[config.mk]
export PLATFORM = sky130hd
export DESIGN_NAME = alu_iter_flat
export DESIGN_NICKNAME = d
export VERILOG_FILES = /design/src/rtl/alu_iter_if.sv /design/src/rtl/alu_iter.sv /design/src/flat_wrapper.sv
export SDC_FILE = /design/constraint.sdc
export NUM_CORES = 1
export LEC_CHECK = 0
export BUFFER_PORTS_ARGS = -buffer_cell sky130_fd_sc_hd__buf_2
export CORE_ASPECT_RATIO = 0.7
export CORE_MARGIN = 1.5
export CORE_UTILIZATION = 55
export DETAILED_ROUTE_END_ITERATION = 8
export GPL_ROUTABILITY_DRIVEN = 0
export PLACE_DENSITY = 0.75
export SYNTH_ARGS = -nofsm -noshare
export SYNTH_HDL_FRONTEND = slang
export SYNTH_SLANG_ARGS = --single-unit
[constraint.sdc]
create_clock -name clk_in -period 11.4 [get_ports clk_in]
set_input_delay 0.57 -clock clk_in [delete_from_list [all_inputs] [get_ports clk_in]]
set_output_delay 0.57 -clock clk_in [all_outputs]
set_load 0.01 [all_outputs]
[src/rtl/alu_iter_if.sv]
// Execute-stage ALU bus: operand/launch signals toward the ALU, result/flags back.
interface alu_iter_if #(
  parameter int WIDTH = 32
);
  logic             start_in;
  logic [3:0]       opcode_in;
  logic [WIDTH-1:0] s_in;
  logic [WIDTH-1:0] t_in;
  logic [WIDTH-1:0] acc_in;
  logic             carry_in;
  logic             busy_out;
  logic             done_out;
  logic [WIDTH-1:0] result_out;
  logic             carry_flag_out;
  logic             negative_flag_out;
  logic             overflow_flag_out;
  logic             zero_flag_out;

  // Pipeline side: launches operations and consumes results
  modport master (
    output start_in, opcode_in, s_in, t_in, acc_in, carry_in,
    input  busy_out, done_out, result_out,
           carry_flag_out, negative_flag_out, overflow_flag_out, zero_flag_out
  );

  // ALU side
  modport slave (
    input  start_in, opcode_in, s_in, t_in, acc_in, carry_in,
    output busy_out, done_out, result_out,
           carry_flag_out, negative_flag_out, overflow_flag_out, zero_flag_out
  );
endinterface

[src/rtl/alu_iter.sv]
// Registered ALU with ARM-style flags and an iterative shift-add MUL/MLA.
module alu_iter #(
  parameter int WIDTH  = 32,
  parameter bit MUL_EN = 1'b1
) (
  input  logic       clk_in,
  input  logic       reset_n_in,
  alu_iter_if.slave  bus
);

  localparam int CW = $clog2(WIDTH) + 1;

  typedef enum logic [1:0] {ST_IDLE, ST_MUL, ST_DONE} state_t;

  state_t           state_q, state_d;
  logic             accept, is_mul_op, mul_last;

  logic [WIDTH-1:0] res_q;
  logic             c_q, n_q, v_q, z_q;
  logic [WIDTH-1:0] mcand_q, mplier_q, prod_q, prod_step;
  logic [CW-1:0]    cnt_q;
  logic             mul_c_q;

  logic [WIDTH-1:0] add_a, add_b, clz_val;
  logic             add_c;
  logic [WIDTH:0]   sum;
  logic [WIDTH-1:0] sc_res;
  logic             sc_c, sc_v;

  // Launch decode: a start is taken in IDLE and in DONE, never mid-multiply
  always_comb begin
    accept    = bus.start_in && (state_q != ST_MUL);
    is_mul_op = MUL_EN && ((bus.opcode_in == 4'hD) || (bus.opcode_in == 4'hE));
    mul_last  = (state_q == ST_MUL) && (cnt_q == CW'(WIDTH - 1));
    prod_step = prod_q + (mplier_q[0] ? mcand_q : '0);
  end

  // Single-cycle datapath: adder operand selection, CLZ, result and flag choice
  always_comb begin
    add_a = bus.s_in;
    add_b = bus.t_in;
    add_c = 1'b0;
    unique case (bus.opcode_in)
      4'h1:    add_c = bus.carry_in;
      4'h2:    begin add_b = ~bus.t_in; add_c = 1'b1; end
      4'h3:    begin add_b = ~bus.t_in; add_c = bus.carry_in; end
      4'h4:    begin add_a = bus.t_in; add_b = ~bus.s_in; add_c = 1'b1; end
      4'h5:    begin add_a = bus.t_in; add_b = ~bus.s_in; add_c = bus.carry_in; end
      default: ;
    endcase
    sum = {1'b0, add_a} + {1'b0, add_b} + {{WIDTH{1'b0}}, add_c};

    // Highest set bit wins since the scan runs upward
    clz_val = WIDTH'(WIDTH);
    for (int unsigned i = 0; i < WIDTH; i++) begin
      if (bus.t_in[i]) clz_val = WIDTH'(WIDTH - 1 - i);
    end

    sc_res = '0;
    sc_c   = bus.carry_in;
    sc_v   = v_q;
    unique case (bus.opcode_in)
      4'h0, 4'h1, 4'h2, 4'h3, 4'h4, 4'h5: begin
        sc_res = sum[WIDTH-1:0];
        sc_c   = sum[WIDTH];
        sc_v   = (add_a[WIDTH-1] == add_b[WIDTH-1]) && (sum[WIDTH-1] != add_a[WIDTH-1]);
      end
      4'h6: sc_res = bus.s_in & bus.t_in;
      4'h7: sc_res = bus.s_in & ~bus.t_in;
      4'h8: sc_res = bus.s_in | bus.t_in;
      4'h9: sc_res = bus.s_in ^ bus.t_in;
      4'hA: sc_res = bus.t_in;
      4'hB: sc_res = ~bus.t_in;
      4'hC: sc_res = clz_val;
      // Reserved (and MUL/MLA when not built): zero result, C and V hold
      default: begin
        sc_res = '0;
        sc_c   = c_q;
        sc_v   = v_q;
      end
    endcase
  end

  // State register
  always_ff @(posedge clk_in) begin
    if (!reset_n_in) state_q <= ST_IDLE;
    else             state_q <= state_d;
  end

  // Next-state logic
  always_comb begin
    state_d = state_q;
    unique case (state_q)
      ST_IDLE, ST_DONE: begin
        if (accept) state_d = is_mul_op ? ST_MUL : ST_DONE;
        else        state_d = ST_IDLE;
      end
      ST_MUL:  if (mul_last) state_d = ST_DONE;
      default: state_d = ST_IDLE;
    endcase
  end

  // Handshake outputs and registered result/flags
  always_comb begin
    bus.busy_out          = (state_q == ST_MUL);
    bus.done_out          = (state_q == ST_DONE);
    bus.result_out        = res_q;
    bus.carry_flag_out    = c_q;
    bus.negative_flag_out = n_q;
    bus.overflow_flag_out = v_q;
    bus.zero_flag_out     = z_q;
  end

  // Result/flag registers and shift-add multiplier state
  always_ff @(posedge clk_in) begin
    if (!reset_n_in) begin
      res_q    <= '0;
      c_q      <= 1'b0;
      n_q      <= 1'b0;
      v_q      <= 1'b0;
      z_q      <= 1'b0;
      mcand_q  <= '0;
      mplier_q <= '0;
      prod_q   <= '0;
      cnt_q    <= '0;
      mul_c_q  <= 1'b0;
    end else if (accept) begin
      if (is_mul_op) begin
        mcand_q  <= bus.s_in;
        mplier_q <= bus.t_in;
        prod_q   <= (bus.opcode_in == 4'hE) ? bus.acc_in : '0;
        cnt_q    <= '0;
        mul_c_q  <= bus.carry_in;
      end else begin
        res_q <= sc_res;
        c_q   <= sc_c;
        v_q   <= sc_v;
        n_q   <= sc_res[WIDTH-1];
        z_q   <= (sc_res == '0);
      end
    end else if (state_q == ST_MUL) begin
      prod_q   <= prod_step;
      mcand_q  <= mcand_q << 1;
      mplier_q <= mplier_q >> 1;
      cnt_q    <= cnt_q + CW'(1);
      if (mul_last) begin
        res_q <= prod_step;
        c_q   <= mul_c_q;
        n_q   <= prod_step[WIDTH-1];
        z_q   <= (prod_step == '0);
      end
    end
  end

endmodule

[src/flat_wrapper.sv]
// flat-port wrapper written by rule: the top's interface ports become plain ports
module alu_iter_flat 
#(
  parameter int WIDTH  = 32,
  parameter bit MUL_EN = 1'b1
)
  (clk_in, reset_n_in, bus_start_in, bus_opcode_in, bus_s_in, bus_t_in, bus_acc_in, bus_carry_in, bus_busy_out, bus_done_out, bus_result_out, bus_carry_flag_out, bus_negative_flag_out, bus_overflow_flag_out, bus_zero_flag_out);
  alu_iter_if #(.WIDTH(WIDTH)) bus_i ();
  input  logic clk_in;
  input  logic reset_n_in;
  input wire logic [$bits(bus_i.start_in)-1:0] bus_start_in;
  input wire logic [$bits(bus_i.opcode_in)-1:0] bus_opcode_in;
  input wire logic [$bits(bus_i.s_in)-1:0] bus_s_in;
  input wire logic [$bits(bus_i.t_in)-1:0] bus_t_in;
  input wire logic [$bits(bus_i.acc_in)-1:0] bus_acc_in;
  input wire logic [$bits(bus_i.carry_in)-1:0] bus_carry_in;
  output wire logic [$bits(bus_i.busy_out)-1:0] bus_busy_out;
  output wire logic [$bits(bus_i.done_out)-1:0] bus_done_out;
  output wire logic [$bits(bus_i.result_out)-1:0] bus_result_out;
  output wire logic [$bits(bus_i.carry_flag_out)-1:0] bus_carry_flag_out;
  output wire logic [$bits(bus_i.negative_flag_out)-1:0] bus_negative_flag_out;
  output wire logic [$bits(bus_i.overflow_flag_out)-1:0] bus_overflow_flag_out;
  output wire logic [$bits(bus_i.zero_flag_out)-1:0] bus_zero_flag_out;
  assign bus_i.start_in = bus_start_in;
  assign bus_i.opcode_in = bus_opcode_in;
  assign bus_i.s_in = bus_s_in;
  assign bus_i.t_in = bus_t_in;
  assign bus_i.acc_in = bus_acc_in;
  assign bus_i.carry_in = bus_carry_in;
  assign bus_busy_out = bus_i.busy_out;
  assign bus_done_out = bus_i.done_out;
  assign bus_result_out = bus_i.result_out;
  assign bus_carry_flag_out = bus_i.carry_flag_out;
  assign bus_negative_flag_out = bus_i.negative_flag_out;
  assign bus_overflow_flag_out = bus_i.overflow_flag_out;
  assign bus_zero_flag_out = bus_i.zero_flag_out;
  alu_iter #(.WIDTH(WIDTH), .MUL_EN(MUL_EN)) u_core (.clk_in(clk_in), .reset_n_in(reset_n_in), .bus(bus_i));
endmodule
# Word level (Yosys, flattened, before mapping)
# Index checks and enable logic that the tools add are counted.
dict set report word_totals {
  input_bits 104
  wordCells 139
  ff_bits 141
  output_inout_bits 38
}
dict set report classes {
  bitwise_logic 7
  addsub 4
  n_eq_ne 24
  n_reduce_logical 22
  n_mux 71
}
# operator count
set op_table {}
lappend op_table {{2-to-1 mux 32 bit} 16}
lappend op_table {{case mux 32 bit (8 select lines)} 1}
lappend op_table {{2-to-1 mux 6 bit} 35}
lappend op_table {{AND 32 bit} 2}
lappend op_table {{zero test 32 bit} 2}
lappend op_table {{inverter 32 bit} 2}
lappend op_table {{case mux 32 bit (2 select lines)} 1}
lappend op_table {{adder 32 x 32 -> 33 bit} 1}
lappend op_table {{adder 33 x 1 -> 33 bit} 1}
lappend op_table {{adder 32 bit} 1}
lappend op_table {{bitwise OR 32 bit} 1}
lappend op_table {{XOR 32 bit} 1}
lappend op_table {{== test 4 bit (second input constant)} 7}
lappend op_table {{== test 4 x 3 -> 1 bit (second input constant)} 4}
lappend op_table {{2-to-1 mux 1 bit} 12}
lappend op_table {{== test 4 x 2 -> 1 bit (second input constant)} 2}
lappend op_table {{OR reduction 2 bit} 4}
lappend op_table {{OR reduction 7 bit} 1}
lappend op_table {{adder 6 x 1 -> 6 bit (second input constant)} 1}
lappend op_table {{== test 6 x 5 -> 1 bit (second input constant)} 1}
lappend op_table {{2-to-1 mux 2 bit} 3}
lappend op_table {{AND reduction 3 bit} 2}
lappend op_table {{OR reduction 6 bit} 1}
lappend op_table {{== test 4 x 1 -> 1 bit (second input constant)} 1}
lappend op_table {{other kinds (18)} 25}

# Logic depth before layout (Yosys ltp)
# Gate-level depths: netlist of the first run.
dict set report depth {
  ltp_word 36
  depth_mapped 22
  depth_no_buf 19
}

# Worst setup path before layout of the first run
# No wires, ideal clock.
dict set report synth_path {
  path_type {input to register}
  start {input port bus_opcode_in[1]}
  end {register u_core.z_q, in the netlist u_core.bus.zero_flag_out}
  stages 22
  required_ns 11.331
  path_buffers 5
  slack_ns 6.468
  arrival_time_ns 4.862
  setup_time_ns 0.069
  cell_sequence {clkbuf_1 buf_2 buf_1 nor3_1 clkbuf_1 clkbuf_1 nand2_1 o21ai_0 fa_1 inv_1 fa_1 nand2b_1 a21oi_1 o2111ai_1 a21oi_1 a221oi_2 o311ai_1 nor4b_1 nand3b_1 a2111oi_0 nand4_1 o21ai_1}
}
dict set report synth_between {
  elab_chain_len 9
  word_cells_on_any_way 32
  classes_between {add/sub: 2; eq/ne: 15; mux: 6; reduce/logical: 9}
}
# element line
set synth_lines {}
lappend synth_lines {{from (decl)} flat_wrapper.sv:12} ;# input wire logic [$bits(bus_i.opcode_in)-1:0] bus_opcode_in;
lappend synth_lines {{== test 4 x 3 -> 1 bit or == test 4 x 2 -> 1 bit (tied branches)} {alu_iter.sv:43, alu_iter.sv:62}}
lappend synth_lines {{OR reduction 2 bit (no line)} -}
lappend synth_lines {{case mux 32 bit (2 select lines) or 2-to-1 mux 32 bit (tied branches)} alu_iter.sv:43} ;# unique case (bus.opcode_in)
lappend synth_lines {{adder 32 x 32 -> 33 bit} alu_iter.sv:51} ;# sum = {1'b0, add_a} + {1'b0, add_b} + {{WIDTH{1'b0}}, add_c};
lappend synth_lines {{adder 33 x 1 -> 33 bit} alu_iter.sv:51}
lappend synth_lines {{case mux 32 bit (8 select lines)} alu_iter.sv:62} ;# unique case (bus.opcode_in)
lappend synth_lines {{zero test 32 bit} alu_iter.sv:139} ;# z_q <= (sc_res == '0);
lappend synth_lines {{2-to-1 mux 1 bit} alu_iter.sv:128} ;# if (is_mul_op) begin
lappend synth_lines {{2-to-1 mux 1 bit} alu_iter.sv:127} ;# end else if (accept) begin
lappend synth_lines {{to (signal assigned)} alu_iter.sv:139}
lappend synth_lines {{to (signal assigned)} alu_iter.sv:150} ;# z_q <= (prod_step == '0);
lappend synth_lines {{to (decl)} alu_iter.sv:19} ;# logic c_q, n_q, v_q, z_q;
# Several ways; a longest one is shown, not always the timed one. The select of a mux whose other input is x is not followed.
# A chain may end at the register's enable or synchronous reset.

# Worst setup path in the final report of the first run
dict set report layout_path {
  start {input port bus_opcode_in[2]}
  end {register u_core.res_q[29], in the netlist u_core.bus.result_out[29]}
}
dict set report layout_between {
  elab_chain_len 8
  word_cells_on_any_way 31
  classes_between {add/sub: 2; eq/ne: 15; mux: 6; reduce/logical: 8}
}
# element line
set layout_lines {}
lappend layout_lines {{== test 4 x 3 -> 1 bit or == test 4 x 2 -> 1 bit (tied branches)} {alu_iter.sv:43, alu_iter.sv:62}}
lappend layout_lines {{OR reduction 2 bit (no line)} -}
lappend layout_lines {{case mux 32 bit (2 select lines) or 2-to-1 mux 32 bit (tied branches)} alu_iter.sv:43}
lappend layout_lines {{adder 32 x 32 -> 33 bit} alu_iter.sv:51}
lappend layout_lines {{adder 33 x 1 -> 33 bit} alu_iter.sv:51}
lappend layout_lines {{case mux 32 bit (8 select lines)} alu_iter.sv:62}
lappend layout_lines {{2-to-1 mux 32 bit} alu_iter.sv:128}
lappend layout_lines {{2-to-1 mux 32 bit} alu_iter.sv:127}
lappend layout_lines {{to (signal assigned)} alu_iter.sv:135} ;# res_q <= sc_res;
lappend layout_lines {{to (signal assigned)} alu_iter.sv:147} ;# res_q <= prod_step;
lappend layout_lines {{to (decl)} alu_iter.sv:18} ;# logic [WIDTH-1:0] res_q;
# Several ways; a longest one is shown, not always the timed one. The select of a mux whose other input is x is not followed.

==> impl_metrics.ini, run 1 <==
[die]
die-height_um = 134
full_die_area_um2 = 25400
floorplan.die.width_um = 190
floorplan.initialDensity = 0.565
row_count = 47
design.portCount = 142
total_core_area_um2 = 23800

[logic_synthesis]
mappedNetlistNets = 2046
synth_cells = 1844
synth_edf_count = 0
count_leader_synth = sky130_fd_sc_hd__nand2_1
synth.top_cells.by_count = sky130_fd_sc_hd__nand2_1, sky130_fd_sc_hd__dfxtp_1, sky130_fd_sc_hd__a21oi_1
syn-cell-area_um2 = 13500
synth_seq_cells = 140
synthFlopType = sky130_fd_sc_hd__dfxtp_1
synth.top_cells.by_area = sky130_fd_sc_hd__dfxtp_1, sky130_fd_sc_hd__ha_1, sky130_fd_sc_hd__nand2_1
yosys.area.top_type_share = 0.208
yosys_warnings = 0
synth_seq_area_share = 0.208
post_synth.cell_area_avg_um2 = 7.30
synth.distinct_cells = 86
post-synth-top-area-cell = sky130_fd_sc_hd__dfxtp_1
postSynth.asyncResetShare = 0

[timing]
slew_headroom = 0.312
final_hold_viol_count = 0
hold_ws_ns = 0.399
maxSlewViolCount = 0
final.min_clock_period_ns = 5.89
slew_worst_pin_ns = 1.01
finalCritPeriodShare = 0.517
fmax_mhz = 170
finalSetupViolCount = 0
fin_skew_ns = 0.0119
timing.setup.tns_ns = 0
grt_setup_unrepaired = false

[drt]
number_of_drc_violations_after_detailed_routing = 0
routed_wire_length_um = 47600
post_drt_wl_per_cell_um = 21.5
vias_per_cell = 6.81
route.antenna.remaining_nets = 0
initialDrtViolationCount = 2187
drtPass1Iterations = 6
vias = 15100

[power_and_ir_drop]
ir_drop_v = 0.000117
power.switching_fraction = 0.346
sequentialPowerShare = 0.305
combinationalPowerShare = 0.312
p_int_w = 0.00117
static-leakage-power_nw = 6.91
totalPowerFinal_w = 0.00179
p_per_area_nw_per_um2 = 120
total_switching_power_w = 0.000621
clock_power_share = 0.384

[worst_setup_path]
worst_ep_arrival_time_ns = 6.23
timing.critical_path.slowest_stage_cell = sky130_fd_sc_hd__or2_2
critical-path-max-stage-delay_ns = 0.76
worst-r2r-cell-count = 15
worst-endpoint-required_ns = 11.73
crit-reg2reg-launch = u_core.mplier_q[0]$_SDFFE_PN0P_
reg2reg_slack_ns = 6.80
cp_max_fo = 65
critical_path_cell_by_cell = buf_2 > inv_1 > nor3_2 > buf_4 > or2_2 > o221ai_1 > fa_1 > a211oi_1 > o21ai_1 > nand4_1 > and2_1 > o221a_2 > nor4_1 > a41oi_1 > a21oi_1 > a2111oi_0 > o21ai_1 > o221a_2
timing.critical_path.from = bus_opcode_in[2]
critical_path.reg2reg.endpoint = u_core.bus.zero_flag_out$_SDFFE_PN0P_
sort_of_element_at_the_end_of_the_critical_path = flop
cp-start-kind = input port
worstSetupPathType = input port to flop
crit_end = u_core.bus.result_out[29]$_SDFFE_PN0P_

[clock_network]
ctsHtreeMaxLevel = 4
clk_transition_reported_paths_ns = 0.06
clk-insertion-delay-late_ns = 0.44
postCtsHoldBufs = 0
post_cts.repair.setup_buffers = 0
clock_tree.buffer_depth = 2
cts_resized = 0
tritoncts.num_buffers = 17
clock_root_cell = sky130_fd_sc_hd__clkbuf_16
tritoncts = done
numClockSinks = 140

[layout]
area.growth.synth_to_final_pct = 10.9
layout.nets = 2088
final_core_util = 0.627
fraction_of_layout_cells_with_a_size_suffix_above_1 = 0.121

[run]
max_cap_viol_count = 0

[global_route]
largest_net_degree_at_the_start_of_global_routing = 95
antenna_violations_before_repair = 1
grt_pass1_vias = 13800
all_layer_gr_usage = 0.372
gr-total-overflow = 0
grt_pass1_wl_um = 75000

[place]
hpwl_reported_at_the_end_of_detailed_placement_um = 34400
buffer_ports.inserted = 141

[min_path]
min_path_type = input port to flop

[status]
outcome = finished clean
-- kinds of logic after synthesis --
group | count (synthesis) | share of synthesized area
AO/OA/AOI/OAI | 643 | 0.346
flip-flops | 140 | 0.208
buffers and inverters | 228 | 0.0652
XOR/XNOR | 80 | 0.0521
AND/OR/NAND/NOR | 651 | 0.233
multiplexers | 4 | 0.00298
adder cells (fa/ha/maj) | 98 | 0.0928
-- flip-flops by register name, indices dropped and copies added (netlist names) --
register                      count
u_core.mul_c_q                    1
u_core.cnt_q                      6
u_core.bus.zero_flag_out          1
u_core.mplier_q                  32
u_core.bus.result_out            32
u_core.bus.carry_flag_out         1
u_core.mcand_q                   32
u_core.bus.overflow_flag_out      1
u_core.prod_q                    32
u_core.state_q                    2
-- cell usage in the layout, fill, tap and decap left out, types with 6 or more instances in the layout --
master	count
sky130_fd_sc_hd__nor4_1	12
sky130_fd_sc_hd__a21oi_1	120
sky130_fd_sc_hd__o31a_1	6
sky130_fd_sc_hd__nand2_1	279
sky130_fd_sc_hd__a21boi_0	19
sky130_fd_sc_hd__or4_1	10
sky130_fd_sc_hd__bufinv_16	7
sky130_fd_sc_hd__nand3b_1	6
sky130_fd_sc_hd__o21ai_1	10
sky130_fd_sc_hd__nor2_1	110
sky130_fd_sc_hd__nand2b_1	18
sky130_fd_sc_hd__o32ai_1	7
sky130_fd_sc_hd__ha_1	95
sky130_fd_sc_hd__a221oi_1	20
sky130_fd_sc_hd__o221ai_1	35
sky130_fd_sc_hd__o21bai_1	9
sky130_fd_sc_hd__a41oi_1	9
sky130_fd_sc_hd__a211oi_1	22
sky130_fd_sc_hd__nor3b_1	14
sky130_fd_sc_hd__xnor2_1	48
sky130_fd_sc_hd__and3_1	8
sky130_fd_sc_hd__a21o_1	30
sky130_fd_sc_hd__nand4_1	19
sky130_fd_sc_hd__inv_1	90
sky130_fd_sc_hd__nor2b_1	28
sky130_fd_sc_hd__nand3_1	35
sky130_fd_sc_hd__buf_4	21
sky130_fd_sc_hd__dfxtp_1	140
sky130_fd_sc_hd__clkbuf_16	17
sky130_fd_sc_hd__nor3_1	25
sky130_fd_sc_hd__o21a_1	12
sky130_fd_sc_hd__and2_1	43
sky130_fd_sc_hd__buf_2	140
sky130_fd_sc_hd__o21ai_0	117
sky130_fd_sc_hd__xor2_1	32
sky130_fd_sc_hd__o211ai_1	74
sky130_fd_sc_hd__a32oi_1	9
sky130_fd_sc_hd__a2111oi_0	7
sky130_fd_sc_hd__o211a_1	75
sky130_fd_sc_hd__o2111ai_1	7
-- per-layer routing --
metal	vias to the layer above	wire length, um	track usage	part of all wire
li1	6870	-	-	-
met1	7055	19900	0.507	0.42
met2	979	19400	0.544	0.41
met3	186	6030	0.0997	0.13
met4	0	2250	0.174	0.047
met5	-	0	0	0
-- power groups by stage --
| stage | Clock (W) | Sequential [W] | Combinational (W) |
|---|---|---|---|
| CTS | 0.000688 | 0.000545 | 0.000537 |
| detailed placement | 0 | 0.000556 | 0.000532 |
| global placement | 0 | 0.000555 | 0.000520 |
| floorplan | 0 | 0.000553 | 0.000375 |
| finish | 0.000689 | 0.000546 | 0.000559 |
| global route | 0.000707 | 0.000550 | 0.000604 |
-- through the flow --
stage                     instance area, um2  worst slack (ns)  cells
after detailed placement               14200              5.49   2185
after CTS                              14900              5.81   2216
after global placement                 14200              5.59   2185
final                                  14900              5.51   2217
after floorplan                        13500              6.47   1844
after global routing                   14900              5.25   2216
-- critical path: cells and delay by family --
kind,cells,cell delay (ns)
compound gates,9,2.72
fa+ha+maj,1,0.53
buf+inv,3,0.93
simple gates,5,1.45
-- worst min-delay path by stage --
stage                                            from                                     end  slack (ns)  cells after the start
6_report                               bus_acc_in[28]          u_core.prod_q[28]$_SDFFE_PN0P_        0.40                      3
5_1_grt                                bus_acc_in[28]          u_core.prod_q[28]$_SDFFE_PN0P_        0.42                      3
4_1_cts                                bus_acc_in[28]          u_core.prod_q[28]$_SDFFE_PN0P_        0.39                      3
3_5_place_dp   u_core.bus.result_out[21]$_SDFFE_PN0P_  u_core.bus.result_out[21]$_SDFFE_PN0P_        0.46                      2
3_3_place_gp   u_core.bus.result_out[25]$_SDFFE_PN0P_  u_core.bus.result_out[25]$_SDFFE_PN0P_        0.45                      2
2_1_floorplan             u_core.mul_c_q$_SDFFE_PN0P_             u_core.mul_c_q$_SDFFE_PN0P_        0.44                      2
-- area by class of cell --
class,instances,area [um2]
diodes,1,2.50
clock buffers,21,470
clock inverters,10,235
fillers,2151,8890
inverters,90,338
multi-input cells,1476,9830
flip-flops and latches,140,2800
well taps,318,398
repair buffers,161,858
Note: power is estimated with default switching activity, not from simulation.
==> run 2: changes to the inputs <==
==> constraint.sdc (replaced) <==
create_clock -name clk_in -period 6 [get_ports clk_in]
set_input_delay 0.3 -clock clk_in [delete_from_list [all_inputs] [get_ports clk_in]]
set_output_delay 0.3 -clock clk_in [all_outputs]
set_load 0.01 [all_outputs]
==> run 2 against run 1 <==
Net effect:
- sequential power rose by 90%
- sequential cell count did not move
- clock skew rose by 0.0010 ns
- final cell count barely moved
- critical path depth rose by 1
- combinational power rose by 90%
- register-to-register slack got worse by 5.5 ns
- utilization fell by 0.33 points
- total power rose by 80%
- sequential share of layout area rose by 0.10 points
- global-route usage fell by 0.61 points
- first-iteration DRC count fell by 12%
- highest routed layer is now met5
==> impl_metrics.ini, run 2 (same netlist as run 1, synthesis figures left out) <==
[min_path]
worst_hold_path.num_cells = 3
holdCritStartpoint = bus_acc_in[28]
timing.hold.worst_endpoint = u_core.prod_q[28]$_SDFFE_PN0P_
min_path_type = input port to flop

[timing]
slew_headroom = 0.143
maxSlewViolCount = 0
grt_setup_unrepaired = false
timing.setup.tns_ns = 0
finalCritPeriodShare = 0.786
final.min_clock_period_ns = 4.72
fmax_mhz = 212
final_hold_viol_count = 0
finalSetupViolCount = 0
fin_skew_ns = 0.0129
final_critical_path_setup_slack_ns = 1.28
slew_worst_pin_ns = 1.29

[die]
full_die_area_um2 = 25400
die-height_um = 134
total_core_area_um2 = 23800
row_count = 47
design.portCount = 142
floorplan.die.width_um = 190
floorplan.initialDensity = 0.565

[layout]
mostFrequentLayoutCell = sky130_fd_sc_hd__nand2_1
final_cell_mix = sky130_fd_sc_hd__nand2_1, sky130_fd_sc_hd__buf_2, sky130_fd_sc_hd__dfxtp_1
final_cell_area_um2 = 14900
fin_cells = 2219
area.growth.synth_to_final_pct = 10.4
layout.nets = 2091
num_antenna_cells = 0
fillerInstances = 2168
final_core_util = 0.624
fraction_of_layout_cells_with_a_size_suffix_above_1 = 0.122

[worst_setup_path]
cp_max_fo = 23
crit_buf_inv = 3
crit-reg2reg-launch = u_core.mplier_q[0]$_SDFFE_PN0P_
sort_of_element_at_the_end_of_the_critical_path = flop
reg2reg_slack_ns = 1.29
timing.critical_path.max_delay_family = compound AO/OA/AOI/OAI gates
worst_ep_arrival_time_ns = 5.10
worst-r2r-cell-count = 15
timing.critical_path.slowest_stage_cell = sky130_fd_sc_hd__fa_1
critical-path-max-stage-delay_ns = 0.45
worstSetupPathType = input port to flop
cp-start-kind = input port
worst-endpoint-required_ns = 6.38
critical_path.reg2reg.endpoint = u_core.bus.zero_flag_out$_SDFFE_PN0P_
critical_path_cell_by_cell = buf_2 > nor3_2 > buf_4 > or2_2 > o221ai_1 > fa_1 > inv_1 > fa_1 > nand2b_1 > a21oi_1 > o2111ai_1 > a21oi_1 > a221oi_2 > o311ai_1 > nor4b_1 > nand3b_1 > a2111oi_0 > nand4_1 > o21ai_1

[drt]
vias_per_cell = 6.73
drtPass1Iterations = 6
initialDrtViolationCount = 1923
vias = 14900
number_of_drc_violations_after_detailed_routing = 0
route.antenna.remaining_nets = 0
post_drt_wl_per_cell_um = 21.3
routed_wire_length_um = 47300

[clock_network]
cts_resized = 0
clk_transition_reported_paths_ns = 0.06
tritoncts = done
ctsHtreeMaxLevel = 4
post_cts.repair.setup_buffers = 0
postCtsHoldBufs = 0
clock_tree.buffer_depth = 2
tritoncts.num_buffers = 17
clock_root_cell = sky130_fd_sc_hd__clkbuf_16
numClockSinks = 140
clk-insertion-delay-late_ns = 0.45

[power_and_ir_drop]
p_per_area_nw_per_um2 = 218
ir_drop_v = 0.000227
static-leakage-power_nw = 6.87

[place]
post_placement_cell_count = 2188
buffer_ports.inserted = 141
hpwl_reported_at_the_end_of_detailed_placement_um = 34900
dpl_cell_area_um2 = 14200
minimum_setup_slack_after_placement_ns = 0.981

[global_route]
largest_net_degree_at_the_start_of_global_routing = 91
all_layer_gr_usage = 0.366
grt_pass1_vias = 13400
antenna_violations_before_repair = 1
gr-total-overflow = 0
grt_pass1_wl_um = 73300

[run]
max_cap_viol_count = 0

[status]
outcome = finished clean
[run 2: routing by layer]
layer  track usage  vias to the layer above  part of all wire
met5             0                        -           0.00027
met4         0.138                        2             0.035
met3         0.104                      127              0.13
met2         0.540                      935              0.41
met1         0.504                     6979              0.42
li1              -                     6885                 -
[run 2: how the worst max path moves through the flow]
stage,from,endpoint,slack (ns),cells past startpoint
2_1_floorplan,bus_opcode_in[1],u_core.bus.zero_flag_out$_SDFFE_PN0P_,1.34,22
4_1_cts,u_core.mplier_q[0]$_SDFFE_PN0P_,u_core.bus.zero_flag_out$_SDFFE_PN0P_,1.40,15
5_1_grt,bus_opcode_in[3],u_core.bus.zero_flag_out$_SDFFE_PN0P_,0.95,19
3_3_place_gp,bus_opcode_in[3],u_core.bus.zero_flag_out$_SDFFE_PN0P_,1.18,19
6_report,bus_opcode_in[3],u_core.bus.zero_flag_out$_SDFFE_PN0P_,1.28,19
3_5_place_dp,bus_opcode_in[1],u_core.bus.zero_flag_out$_SDFFE_PN0P_,0.98,19
[run 2: report_power, final]
| group | switching, W | internal, W |
|---|---|---|
| registers | 0.0000434 | 0.000994 |
| logic | 0.000679 | 0.000383 |
| clock network | 0.000446 | 0.000692 |
| total | 0.00117 | 0.00207 |
[run 2: stage by stage]
stage          hold slack [ns]  total power [W]
6_report                 0.124          0.00324
3_3_place_gp             0.452          0.00205
3_5_place_dp             0.456          0.00207
2_1_floorplan            0.440          0.00176
4_1_cts                  0.122          0.00320
5_1_grt                  0.145          0.00337
[run 2: final cells by class]
type	instances	area, um2	area share
Timing Repair Buffer	164	881	0.0593
Multi-Input combinational cell	1476	9830	0.662
Tap cell	318	398	0.0268
Clock buffer	20	437	0.0294
Sequential cell	140	2800	0.189
Clock inverter	11	170	0.0115
Inverter	90	338	0.0227
[run 2: worst min-delay path: stages]
cell	delay (ns)
sky130_fd_sc_hd__buf_2	0.09
sky130_fd_sc_hd__a211oi_1	0.06
sky130_fd_sc_hd__nor2_1	0.09
